==> src/rtl/sr_pulse_encoder.sv <==
// sr_pulse_encoder: turns two raw bouncy pushbuttons into clean, mutually
// exclusive S/R command pulses for a downstream SR flip-flop.
//
// Optional feature macro: SR_SKIP_REDUNDANT_EN
//   defined   -> requests that would not change q_model are dropped in IDLE
//   undefined -> every accepted request produces a pulse
//
// Parameters:
//   DEBOUNCE_CYCLES  stable synchronised cycles before a debounced level flips (>=2)
//   PULSE_CYCLES     width of each S/R pulse in cycles (>=1)
//   GAP_CYCLES       idle cycles after each pulse (>=1)
// Ports:
//   clk        system clock, rising edge
//   rst        asynchronous active-high reset
//   set_btn    raw set pushbutton (asynchronous, bouncy)
//   reset_btn  raw reset pushbutton (asynchronous, bouncy)
//   S, R       registered set / reset commands, never high together
//   q_model    level the flip-flop holds after the last completed pulse
//   busy       high whenever the FSM is outside IDLE
//   conflict   one-cycle pulse when simultaneous requests are discarded
module sr_pulse_encoder #(
  parameter int unsigned DEBOUNCE_CYCLES = 16,
  parameter int unsigned PULSE_CYCLES    = 1,
  parameter int unsigned GAP_CYCLES      = 2
) (
  input  logic clk,
  input  logic rst,
  input  logic set_btn,
  input  logic reset_btn,
  output logic S,
  output logic R,
  output logic q_model,
  output logic busy,
  output logic conflict
);

  localparam int unsigned CNT_W     = $clog2(DEBOUNCE_CYCLES + 1);
  localparam int unsigned MAX_PHASE = (PULSE_CYCLES > GAP_CYCLES) ? PULSE_CYCLES : GAP_CYCLES;
  localparam int unsigned PHASE_W   = (MAX_PHASE > 1) ? $clog2(MAX_PHASE) : 1;
  localparam int unsigned NCH       = 2;

  localparam logic [CNT_W-1:0]   DB_LAST    = CNT_W'(DEBOUNCE_CYCLES - 1);
  localparam logic [PHASE_W-1:0] PULSE_LOAD = PHASE_W'(PULSE_CYCLES - 1);
  localparam logic [PHASE_W-1:0] GAP_LOAD   = PHASE_W'(GAP_CYCLES - 1);

  typedef enum logic [1:0] {
    IDLE    = 2'd0,
    PULSE_S = 2'd1,
    PULSE_R = 2'd2,
    GAP     = 2'd3
  } state_t;

  // Channel 0 is set, channel 1 is reset.
  logic [NCH-1:0] raw;
  logic [NCH-1:0] sync1;
  logic [NCH-1:0] sync2;
  logic [NCH-1:0] deb;
  logic [NCH-1:0] deb_d;
  logic [NCH-1:0] rise;
  logic [NCH-1:0] pend;
  logic [NCH-1:0] pend_clr;
  logic [CNT_W-1:0] db_cnt [NCH];

  state_t               state, state_n;
  logic [PHASE_W-1:0]   phase, phase_n;
  logic                 q_n;
  logic                 conflict_c;

  assign raw  = {reset_btn, set_btn};
  assign rise = deb & ~deb_d;

  // Synchronise and debounce both channels; the level flips only after
  // DEBOUNCE_CYCLES consecutive disagreeing samples.
  always_ff @(posedge clk or posedge rst) begin
    if (rst) begin
      sync1 <= '0;
      sync2 <= '0;
      deb   <= '0;
      deb_d <= '0;
      for (int i = 0; i < NCH; i++) db_cnt[i] <= '0;
    end else begin
      sync1 <= raw;
      sync2 <= sync1;
      deb_d <= deb;
      for (int i = 0; i < NCH; i++) begin
        if (sync2[i] != deb[i]) begin
          if (db_cnt[i] == DB_LAST) begin
            deb[i]    <= ~deb[i];
            db_cnt[i] <= '0;
          end else begin
            db_cnt[i] <= db_cnt[i] + CNT_W'(1);
          end
        end else begin
          db_cnt[i] <= '0;
        end
      end
    end
  end

  // Pending flags: a fresh press wins over a same-cycle clear.
  always_ff @(posedge clk or posedge rst) begin
    if (rst) pend <= '0;
    else     pend <= (pend & ~pend_clr) | rise;
  end

  // FSM state, phase counter and registered outputs.
  always_ff @(posedge clk or posedge rst) begin
    if (rst) begin
      state    <= IDLE;
      phase    <= '0;
      q_model  <= 1'b0;
      S        <= 1'b0;
      R        <= 1'b0;
      busy     <= 1'b0;
      conflict <= 1'b0;
    end else begin
      state    <= state_n;
      phase    <= phase_n;
      q_model  <= q_n;
      S        <= (state_n == PULSE_S);
      R        <= (state_n == PULSE_R);
      busy     <= (state_n != IDLE);
      conflict <= conflict_c;
    end
  end

  // Next-state logic; the phase counter is loaded on entry and counts down.
  always_comb begin
    state_n    = state;
    phase_n    = phase;
    q_n        = q_model;
    pend_clr   = '0;
    conflict_c = 1'b0;
    case (state)
      IDLE: begin
        if (pend[0] && pend[1]) begin
          pend_clr   = 2'b11;
          conflict_c = 1'b1;
        end else if (pend[0]) begin
          pend_clr[0] = 1'b1;
`ifdef SR_SKIP_REDUNDANT_EN
          if (!q_model) begin
            state_n = PULSE_S;
            phase_n = PULSE_LOAD;
          end
`else
          state_n = PULSE_S;
          phase_n = PULSE_LOAD;
`endif
        end else if (pend[1]) begin
          pend_clr[1] = 1'b1;
`ifdef SR_SKIP_REDUNDANT_EN
          if (q_model) begin
            state_n = PULSE_R;
            phase_n = PULSE_LOAD;
          end
`else
          state_n = PULSE_R;
          phase_n = PULSE_LOAD;
`endif
        end
      end
      PULSE_S, PULSE_R: begin
        if (phase == '0) begin
          state_n = GAP;
          phase_n = GAP_LOAD;
          q_n     = (state == PULSE_S);
        end else begin
          phase_n = phase - PHASE_W'(1);
        end
      end
      GAP: begin
        if (phase == '0) state_n = IDLE;
        else             phase_n = phase - PHASE_W'(1);
      end
      default: state_n = IDLE;
    endcase
  end

endmodule

==> config.mk <==
export PLATFORM = sky130hd
export DESIGN_NAME = sr_pulse_encoder
export DESIGN_NICKNAME = d
export VERILOG_FILES = /design/src/rtl/sr_pulse_encoder.sv
export SDC_FILE = /design/constraint.sdc
export NUM_CORES = 1
export LEC_CHECK = 0
export CAP_MARGIN = 20
export CORE_UTILIZATION = 45
export CTS_CLUSTER_DIAMETER = 30
export DETAILED_ROUTE_END_ITERATION = 6
export PLACE_DENSITY_LB_ADDON = 0.25
export SYNTH_ARGS = -nofsm -noshare
export SYNTH_HDL_FRONTEND = slang
export SYNTH_SLANG_ARGS = --single-unit
==> constraint.sdc <==
create_clock -name clk -period 2.1 [get_ports clk]
set_input_delay 0.525 -clock clk [delete_from_list [all_inputs] [get_ports clk]]
set_output_delay 0.525 -clock clk [all_outputs]
set_load 0.03 [all_outputs]
==> impl_metrics.yaml <==
timing:
  maxSlewHeadroom: 0.7704
  fin_setup_tns_ps: 0
  tightest_slew_ps: 344.4
  fmaxAchievable_ghz: 0.5347
  drv_slew: 0
  worst_hold_slack_ps: 365.2
  period_share: 0.8906
  finalHoldViolCount: 0
  period_needed_ps: 1870
  skew_ps: 3.977
  finalSetupViolCount: 0
  rsz0062_at_grt: "no"
route:
  wl_per_cell_um: 11.61
  drt_iter0_drc: 4
  vias: 703
  ant_nets: 0
  postRouteWirelength_mm: 1.625
  via_per_inst: 5.021
  drt_pass1_iterations: 4
  route.detailed.drc: 0
setup_path:
  reg2reg_from: "state[0]"
  cp.arrival_ps: 1350
  reg2reg_slack_ps: 510
  cp_num_buf_inv: 1
  cpPeakStageDelay_ps: 670
  cp-end-kind: "output port"
  crit_chain: "clkdlybuf4s50_1"
  cp_top_family: "buffers and inverters"
  cp-startpoint: "q_model"
  cp_data_required_time_ps: 1570
  cp-start-kind: "flop"
  cp_slowest_cell: "clkdlybuf4s50_1"
  crit_path_max_fanout: 2
  critPathKind: "flop to output port"
cells_and_area:
  utilization: 0.5410
  syn_to_final_growth_pct: 13.55
  final_nets: 121
  final_layout_size_suffix_gt1_frac: 0.1182
  fill_cells: 222
  antenna_cells: 0
  finalInstanceArea_um2: 1353
clocking:
  clk_latency_ps: 310
  post-cts-setup-buffers: 0
  ctsResizeCount: 0
  htreeDepth: 1
  cts.sink_count: 28
  path_clk_slew_ps: 140
  cts_made_buffers: 3
  ctsLongestPathBuffers: 2
  cts_tree: "built"
  ctsHoldBuffers: 0
  cts-root-buf: "clkbuf_4"
floorplan:
  core-area_um2: 2500
  die_w_um: 53.45
  fp-row-count: 18
  io_pins: 9
  die_height_um: 53.45
  start_util: 0.4765
  dieArea_um2: 2857
global_routing:
  grt_usage: 0.1409
  antenna_found_initial: 0
  grt-ovfl-total: 0
  first_global_vias: 684
  grt_pass1_wl_mm: 2.822
  grt_max_degree: 29
logic_synthesis:
  netlist_area_um2: 1191
  yosysSeqAreaShare: 0.5882
  yosysTopAreaCellShare: 0.5882
  yosysTopAreaCell: "dfrtp_1"
  synth_edf_count: 0
  ys_types: 28
  ys.flop_type: "dfrtp_1"
  async_flop_share: 1.000
  synth.most_common_cell: "dfrtp_1"
  netlist_top_cells_count: "28 x dfrtp_1, 8 x inv_1, 7 x nor2_1"
  ys.warnings.count: 0
  syn-num-nets: 107
  syn_area_per_cell_um2: 12.28
  netlist_instances: 97
  ys_seq_elements: 28
  ys_top_cells_by_area: "dfrtp_1 59%, ha_1 6.3%, xor2_1 4.4%"
power:
  p_int_uw: 692.3
  pwr-share-clk: 0.285
  combinationalPowerShare: 0.078
  p_per_area_nw_per_um2: 659.0
  p_sw_uw: 199.0
  vdd_drop_max_mv: 0.5147
  swShare: 0.2233
  p_seq_frac: 0.636
  p_leak_uw: 0.0006706
worst_hold_path:
  holdCritStartpoint: "sync1[1]"
  hp-class: "flop to flop"
placement:
  dpl-instance-area_um2: 1316
  dp_hpwl_mm: 1.169
  gp_congestion: 0.8550
  port_buffers: 8
flow_run:
  cap_violations: 0
status:
  status: "completed"
-- stage by stage --
step                setup slack (ps)  cells  total power, µW
floorplan                      634.3     97            624.5
global placement               584.5    136            646.7
detailed placement             530.7    136            649.3
CTS                            209.0    140            911.5
global route                   162.3    140            939.9
finish                         229.7    140            891.3
-- cell type report --
cell class              instances  area [µm²]  share of cell area
clock buffers                   4       36.28             0.02683
well taps                      30       37.54             0.02775
repair buffers                  9       87.58             0.06475
inverters                       8       30.03             0.02220
flip-flops and latches         28       700.7              0.5180
multi-input cells              61       460.4              0.3404
-- path summary, 6_finish.rpt --
check                                 end  cells past startpoint
max in group asynchronous         pend[1]                      3
worst max-delay path              q_model                      1
worst min register to register   sync2[1]                      0
worst min-delay path             sync2[1]                      0
min in group asynchronous       db_cnt[8]                      3
worst max register to register          S                      4
-- routing by layer --
layer	global-route usage	routed length, µm	up-vias
met5	0	0	-
met1	0.1788	823	341
li1	-	-	350
met3	0.03161	46	2
met2	0.2229	739	10
met4	0.07018	15	0
-- registers in the layout, indices dropped and copies added (netlist names) --
register / cells
sync1: 2
db_cnt: 10
pend: 2
deb: 2
busy: 1
phase: 1
state: 2
S: 1
R: 1
deb_d: 2
conflict: 1
sync2: 2
q_model: 1
-- cells in the final DEF (no fill, tap or decap), drive strengths merged, types with 2 or more instances in the layout --
cell | netlist | routed
nor2b | 2 | 2
xor2 | 6 | 6
nor3 | 2 | 2
and2b | 2 | 2
and2 | 5 | 5
and3 | 3 | 3
o22ai | 2 | 2
inv | 8 | 8
nor2 | 7 | 7
dfrtp | 28 | 28
clkbuf | 0 | 4
nand3 | 4 | 4
clkdlybuf4s50 | 0 | 8
mux2 | 4 | 4
ha | 6 | 6
o21ai | 5 | 5
-- logic make-up after synthesis --
| logic type | share of synthesized area |
|---|---|
| compound gates | 0.09453 |
| xor+xnor | 0.05147 |
| fa+ha+maj | 0.06302 |
| buf+inv | 0.02521 |
| flops | 0.5882 |
| mux | 0.03781 |
| simple gates | 0.1397 |
-- power by group through the flow --
stage               Combinational (µW)  Clock, µW  Sequential (µW)
global placement                  69.6          0              577
CTS                               72.0        272              568
finish                            69.7        254              567
global route                      80.8        289              570
floorplan                         43.1          0              581
detailed placement                71.4          0              578
No activity file was read; power rests on OpenSTA's default activity.
